[config.mk]
export PLATFORM = sky130hd
export DESIGN_NAME = pwm_bank
export DESIGN_NICKNAME = d
export VERILOG_FILES = /design/src/rtl/pwm_bank.sv
export SDC_FILE = /design/constraint.sdc
export NUM_CORES = 1
export LEC_CHECK = 0
export BUFFER_PORTS_ARGS = -buffer_cell sky130_fd_sc_hd__buf_2
export CORE_AREA = 2 2 114 116
export DETAILED_ROUTE_END_ITERATION = 12
export DIE_AREA = 0 0 116 118
export SLEW_MARGIN = 20
export SYNTH_ARGS = -nofsm -noshare
export SYNTH_HDL_FRONTEND = slang
export SYNTH_SLANG_ARGS = --single-unit
[constraint.sdc]
create_clock -name clk -period 4.16 [get_ports clk]
set_input_delay 0.624 -clock clk [delete_from_list [all_inputs] [get_ports clk]]
set_output_delay 0.624 -clock clk [all_outputs]
set_load 0.1 [all_outputs]
[src/rtl/pwm_bank.sv]
// pwm_bank: bank of PWM channels sharing one counter.
//
// Each channel has a shadow duty (written through wr_*) and an active duty
// used for comparison. Shadow duties, period and mode are committed to the
// active set at the period boundary (the cycle whose next count is 0), and
// on every cycle while en is low. This keeps period and mode changes
// glitch-free.
//
// Ports:
//   clk        rising-edge clock
//   rst        asynchronous active-high reset
//   en         counter run enable; low holds cnt at 0 and outputs low
//   mode       0 = edge-aligned (0..P), 1 = center-aligned (0..P..1)
//   period     period value P
//   wr_en      duty write strobe
//   wr_ch      channel index of the duty write (out-of-range ignored)
//   wr_duty    duty value D
//   pwm_out    registered outputs, en & (cnt < active_duty)
//   period_end one-cycle pulse aligned with pwm_out for the boundary cycle
//
// State table (counter sequencer):
//   r_down | meaning
//   0      | counting up (always in edge mode)
//   1      | counting down (center mode, between P and 1)

module pwm_bank #(
  parameter int CHANNELS = 4,
  parameter int CNT_W    = 8,
  localparam int CH_W    = (CHANNELS > 1) ? $clog2(CHANNELS) : 1
) (
  input  logic                clk,
  input  logic                rst,
  input  logic                en,
  input  logic                mode,
  input  logic [CNT_W-1:0]    period,
  input  logic                wr_en,
  input  logic [CH_W-1:0]     wr_ch,
  input  logic [CNT_W-1:0]    wr_duty,
  output logic [CHANNELS-1:0] pwm_out,
  output logic                period_end
);

  logic [CNT_W-1:0]    r_shadow [CHANNELS];
  logic [CNT_W-1:0]    r_active [CHANNELS];
  logic [CNT_W-1:0]    r_period;
  logic                r_mode;
  logic [CNT_W-1:0]    r_cnt;
  logic                r_down;
  logic [CHANNELS-1:0] r_pwm;
  logic                r_pend;
  logic                w_boundary;
  logic                w_commit;

  // Boundary = last cycle of the period. In center mode with P <= 1 there
  // is no down-count phase, so the turnaround point P ends the period.
  always_comb begin
    w_boundary = 1'b0;
    if (!r_mode)
      w_boundary = (r_cnt == r_period);
    else if (r_period <= CNT_W'(1))
      w_boundary = !r_down && (r_cnt == r_period);
    else
      w_boundary = r_down && (r_cnt == CNT_W'(1));
  end

  assign w_commit = !en || w_boundary;

  always_ff @(posedge clk or posedge rst) begin
    if (rst) begin
      for (int i = 0; i < CHANNELS; i++) begin
        r_shadow[i] <= '0;
        r_active[i] <= '0;
      end
      r_period <= '0;
      r_mode   <= 1'b0;
      r_cnt    <= '0;
      r_down   <= 1'b0;
      r_pwm    <= '0;
      r_pend   <= 1'b0;
    end else begin
      // Commit uses the pre-edge shadow, so a write in the boundary cycle
      // lands in the shadow and waits for the next boundary.
      for (int i = 0; i < CHANNELS; i++) begin
        if (w_commit)
          r_active[i] <= r_shadow[i];
        if (wr_en && (wr_ch == CH_W'(i)))
          r_shadow[i] <= wr_duty;
        r_pwm[i] <= en && (r_cnt < r_active[i]);
      end
      if (w_commit) begin
        r_period <= period;
        r_mode   <= mode;
      end
      r_pend <= en && w_boundary;

      if (w_commit) begin
        r_cnt  <= '0;
        r_down <= 1'b0;
      end else if (!r_mode) begin
        r_cnt <= r_cnt + CNT_W'(1);
      end else if (!r_down) begin
        if (r_cnt == r_period) begin
          r_cnt  <= r_cnt - CNT_W'(1);
          r_down <= 1'b1;
        end else begin
          r_cnt <= r_cnt + CNT_W'(1);
        end
      end else begin
        r_cnt <= r_cnt - CNT_W'(1);
      end
    end
  end

  assign pwm_out    = r_pwm;
  assign period_end = r_pend;

endmodule
==> run_results.csv, run 1 <==
group,metric,value,unit
run_status,status,"complete, no violations",
worst_setup_path,crit_buf_inv,1,
sta,slew_violations,0,
global_route,grt_usage,0.1338,
sta,hold_ws,0.4635,ns
route,dr.pass1.iters,4,
clocking,clock_latency,0.34,ns
logic_synthesis,synthXorXnorAreaFrac,0.01829,
global_route,grt_pass1_vias,2830,
logic_synthesis,ys_ff_latch,87,
worst_setup_path,crit_path_cell_trace,"or4_1, o31a_1, nor3_2, or2_2, buf_4, nand2_1, o21ai_1",
sta,tns,0,ns
sta,hold_violations,0,
sta,fin_crit_sh,0.6428,
power,power-per-cell-area,465.8,mW/mm^2
worst_setup_path,start_kind,"register",
sta,rsz0062_at_grt,"no",
logic_synthesis,synth_area,0.004309,sq mm
clocking,cts.sinks,87,
finish,area_growth_syn_to_layout,12.83,%
die,die_area,0.01369,sq mm
die,core_area,0.01241,sq mm
sta,setup_viol,0,
worst_setup_path,cpPeakStageDelay,0.60,ns
finish,drive_above_1_share,0.1888,
place,dp_hpwl,6072,um
route,wl,8555,um
finish,final_cell_mix,"dfrtp_1, nand2_1, inv_1, mux2_2, ha_1",
global_route,grt_max_degree,55,
global_route,grt_overflow,0,
route,wire_per_inst,13.87,um
die,dieWidth,116,um
sta,max_freq,373.9,MHz
clocking,postCtsSetupBuffers,0,
worst_setup_path,endpoint_kind,"register",
logic_synthesis,muxShareOfSynthArea,0.1022,
route,drt_iter0_markers,109,
finish,num_antenna_cells,0,
finish,final_net_count,494,
logic_synthesis,syn_inst,413,
die,die_y,118,um
power,swShare,0.2933,
finish,fillCellCount,1255,
clocking,ctsHoldBuffers,0,
worst_setup_path,crit_family,"simple AND/OR/NAND/NOR gates",
route,route.detailed.drc,0,
logic_synthesis,synth.yosys.seq_area_share,0.5052,
worst_setup_path,crit_type,"register to register",
clocking,cts-root-buf,"clkbuf_16",
finish,multi_input_comb_area,0.001872,sq mm
global_route,grt_pass1_wl,14190,um
clocking,cts_resized,0,
logic_synthesis,synth_top_family_by_area,"simple AND/OR/NAND/NOR gates",
clocking,clk_pin_slew,0.06,ns
clocking,cts_buffer_depth,2,
sta,fin_worst_skew,0.008261,ns
die,start_util,0.3471,
power,ir_worst_vdd,0.1627,mV
logic_synthesis,synthAdderAreaFrac,0.09001,
route,ant_nets,0,
clocking,tritoncts,"yes",
power,p_leak,2.380,nW
worst_setup_path,arrival,2.94,ns
logic_synthesis,ys_warn_count,0,
worst_setup_path,slowest_stage,"or2_2",
place,place.gp.congestion,0.7792,
sta,period_minus_slack,2.674,ns
logic_synthesis,ys.flop_type,"dfrtp_1",
power,p_seq_frac,0.467,
logic_synthesis,syn_nets,467,
power,switching_power,664.2,uW
power,combinationalPowerShare,0.197,
route,num_vias,2886,
finish,final_common_cell,"dfrtp_1",
power,p_int,1.601,mW
die,io_pins,28,
worst_hold_path,hold_class,"register to register",
worst_setup_path,cp_max_fo,34,
global_route,antenna_found_initial,0,
route,routed_via_density,4.677,
run,cap_viol_max_count,0,
logic_synthesis,syn_avg_cell_area,10.43,sq um
worst_setup_path,crit_required,4.42,ns
clocking,htreeDepth,3,
logic_synthesis,ys_async_sr_fraction,1.000,
sta,worstMarginPinSlew,0.9629,ns
sta,slew_headroom,0.3573,
logic_synthesis,synth_edf_count,0,
clocking,cts-buffers-inserted,9,
finish,seq_area,0.002177,sq mm
logic_synthesis,synth_simple_gate_area_frac,0.1353,
die,rows,41,
place,io_buffers,27,
logic_synthesis,synth-compound-area-share,0.08740,
logic_synthesis,synthDistinctLibCells,39,
power,power_frac_clock,0.336,
[power by group through the flow]
stage                     logic, mW  registers, mW  clock network (mW)
after floorplan               0.302           1.11                   0
after global placement        0.436           1.07                   0
after CTS                     0.452           1.06               0.781
final                         0.446           1.06               0.761
after detailed placement      0.447           1.07                   0
after global routing          0.504           1.07               0.813
[through the flow]
stage / setup slack, ns / power [mW] / area (sq um) / util / cells
floorplan: 1.286 / 1.409 / 4309 / - / 413
global placement: 1.565 / 1.506 / 4577 / 0.3687 / 601
detailed placement: 1.495 / 1.521 / 4577 / 0.3687 / 601
CTS: 1.467 / 2.293 / 4862 / 0.3917 / 617
global route: 1.261 / 2.392 / 4862 / 0.3917 / 617
finish: 1.486 / 2.265 / 4862 / 0.3917 / 617
[worst paths after layout]
path | end | startpoint | cells after the start | slack [ns]
max in group asynchronous | r_shadow[27] | rst | 3 | 2.72
min reg2reg | r_active[16] | r_shadow[16] | 2 | 0.46
min | r_active[16] | r_shadow[16] | 2 | 0.46
max | r_active[1] | r_period[6] | 7 | 1.49
min in group asynchronous | pwm_out[0] | rst | 2 | 0.47
max reg2reg | r_active[1] | r_period[6] | 7 | 1.49
[kinds of logic after synthesis]
group | Yosys count
muxes | 40
buffers and inverters | 54
adders and majority gates | 31
AOI/OAI and AO/OA | 63
DFF | 87
xor gates and xnor gates | 9
and+or+nand+nor | 129
[worst reg2reg max path: cells and delay by family (launching register included)]
family                 cells  cell delay [ns]
AND/OR/NAND/NOR            4             1.46
buffers and inverters      1             0.37
flip-flops                 1             0.39
AO/OA/AOI/OAI              2             0.39
[Yosys cell counts, drive strengths merged (3+ instances only)]
cell type / count / area, sq um
a211oi: 4 / 30.03
a21o: 8 / 60.06
a21oi: 4 / 20.02
buf: 10 / 100.1
clkbuf: 5 / 18.77
dfrtp: 87 / 2177
ha: 31 / 387.9
inv: 39 / 146.4
mux2: 32 / 360.4
mux2i: 8 / 80.08
nand2: 79 / 296.5
nand2b: 4 / 25.02
nand3: 5 / 25.02
nand4: 3 / 18.77
nor2: 14 / 52.55
nor2b: 5 / 31.28
nor3: 4 / 25.02
nor3b: 3 / 27.52
o211ai: 4 / 30.03
o21ai: 37 / 185.2
or3: 3 / 18.77
xnor2: 9 / 78.83
[flip-flops by register name, indices dropped and copies added, names as in the netlist]
| signal | cells |
|---|---|
| r_active | 32 |
| r_period | 8 |
| r_shadow | 32 |
| r_cnt | 8 |
| period_end | 1 |
| pwm_out | 4 |
| r_down | 1 |
| r_mode | 1 |
[area by class of cell]
cell class              instances  share of cell area
flip-flops and latches         87              0.4478
multi-input cells             272              0.3850
repair buffers                 31             0.03397
clock inverters                 5            0.006691
well taps                     172             0.04426
clock buffers                  11             0.05198
inverters                      39             0.03037
[layer usage]
metal | vias up | track usage | share of wire
li1 | 1431 | - | -
met1 | 1410 | 0.1874 | 0.51
met2 | 34 | 0.2018 | 0.44
met3 | 11 | 0.03141 | 0.028
met4 | 0 | 0.04762 | 0.016
met5 | - | 0 | 0
(Power assumes the default switching activity.)
==> inputs of run 2 (changes only) <==
- clock period: 4.16 -> 2.8 ns (I/O delays scaled with it)
==> run 2 against run 1 <==
Against the previous run:
- combinational power grew 52%
- sequential power grew 47%
- critical path type unchanged
- final cell count grew 0.32%
- clock skew is essentially flat
- utilization grew 0.57 points
- fmax grew 15%
- register-to-register slack lost 1.0 ns
- highest routed layer unchanged
- largest power group unchanged
==> run_results.csv, run 2 (same netlist as run 1, synthesis figures left out) <==
group,metric,value,unit
worst_setup_path,arrival,2.58,ns
route,drt_iter0_markers,160,
clocking,htreeDepth,3,
place,post-place-ws,0.5558,ns
clocking,cts.sinks,87,
clocking,cts_buffer_depth,2,
route,ant_nets,0,
finish,num_antenna_cells,0,
global_route,grt_usage,0.1397,
worst_setup_path,crit_buf_inv,0,
sta,fin_ws,0.4834,ns
worst_setup_path,cp_max_fo,12,
worst_setup_path,crit_required,3.06,ns
die,core_area,0.01241,sq mm
worst_setup_path,cpMostUsedCell,"mux2i_1",
global_route,grt_max_degree,74,
sta,slew_headroom,0.5702,
route,wire_per_inst,14.02,um
sta,slew_violations,0,
finish,design_area,0.004933,sq mm
clocking,ctsHoldBuffers,0,
route,routed_via_density,4.656,
run,cap_viol_max_count,0,
route,wl,8677,um
die,die_y,118,um
finish,final_common_cell,"dfrtp_1",
die,dieWidth,116,um
sta,hold_violations,0,
global_route,grt_pass1_vias,3041,
place,place.gp.congestion,0.8014,
finish,final_net_count,496,
worst_setup_path,crit_type,"register to register",
power,power-per-cell-area,715.3,mW/mm^2
power,power.total,3.529,mW
route,route.detailed.drc,0,
finish,instances_no_fill,619,
clocking,cts_resized,0,
sta,worstMarginPinSlew,0.6440,ns
clocking,postCtsSetupBuffers,0,
place,dp_hpwl,6154,um
run_status,status,"complete, no violations",
route,dr.pass1.iters,4,
clocking,cts-buffers-inserted,9,
die,start_util,0.3471,
finish,drive_above_1_share,0.1902,
die,rows,41,
finish,area_growth_syn_to_layout,14.49,%
worst_setup_path,endpoint_kind,"register",
worst_setup_path,crit_path_cell_trace,"xnor2_1, nand4_1, o21bai_1, and2_1, mux2i_1, mux2i_1",
worst_setup_path,cpPeakStageDelay,0.62,ns
place,placedCellCount,603,
finish,reg_top3,"r_active (32), r_shadow (32)",
sta,fin_crit_sh,0.8274,
finish,final_cell_mix,"dfrtp_1, nand2_1, inv_1, mux2_2, ha_1",
power,p_leak,2.412,nW
worst_setup_path,start_kind,"register",
worst_setup_path,slowest_stage,"dfrtp_1",
route,num_vias,2882,
sta,rsz0062_at_grt,"no",
die,io_pins,28,
die,die_area,0.01369,sq mm
sta,tns,0,ns
sta,setup_viol,0,
place,io_buffers,27,
place,placed_area,0.004612,sq mm
finish,final_util,0.3974,
worst_hold_path,hold_class,"primary input to async pin",
sta,max_freq,431.7,MHz
global_route,grt_pass1_wl,14880,um
worst_setup_path,crit_family,"flip-flops",
sta,fin_worst_skew,0.008023,ns
clocking,clk_pin_slew,0.07,ns
global_route,grt_overflow,0,
power,ir_worst_vdd,0.3348,mV
sta,hold_ws,0.1469,ns
sta,period_minus_slack,2.317,ns
clocking,cts-root-buf,"clkbuf_16",
global_route,antenna_found_initial,0,
clocking,clock_latency,0.34,ns
clocking,tritoncts,"yes",
[run 2: changes by cell type in the layout (fill, tap and decap cells not counted), sizes merged]
cell	change
buf	+2
bufinv	+2
clkbuf	-2
clkinv	-1
inv	+1
[run 2: layout make-up]
type | count | area [sq um]
clock buffer | 9 | 225.2
clock inverter | 7 | 96.34
tap | 172 | 215.2
timing repair buffer | 33 | 205.2
sequential | 87 | 2177
inverter | 39 | 147.6
multi-input combinational | 272 | 1867
fill | 1246 | 7481
[run 2: report_power, final]
part	internal, mW	leakage (nW)	switching (mW)
clock network	0.784	0.160	0.501
registers	1.46	1.06	0.102
logic	0.275	1.19	0.404
total	2.52	2.41	1.01
[run 2: per-layer routing]
layer,vias up,routed length [um],track usage
met5,-,0,0
met4,0,108,0.03795
met3,12,320,0.03399
met2,43,3928,0.2145
met1,1390,4319,0.1968
li1,1437,-,-
[run 2: worst paths after layout]
check | start | cells past startpoint | slack (ns) | end
worst max register to register | r_cnt[3] | 6 | 0.48 | r_cnt[3]
worst min register to register | r_active[8] | 2 | 0.47 | r_active[8]
worst max-delay path | r_cnt[3] | 6 | 0.48 | r_cnt[3]
min in group clk | period[1] | 3 | 0.28 | r_period[1]
worst min-delay path | rst | 2 | 0.15 | r_active[14]
max in group asynchronous | rst | 3 | 1.96 | r_active[9]
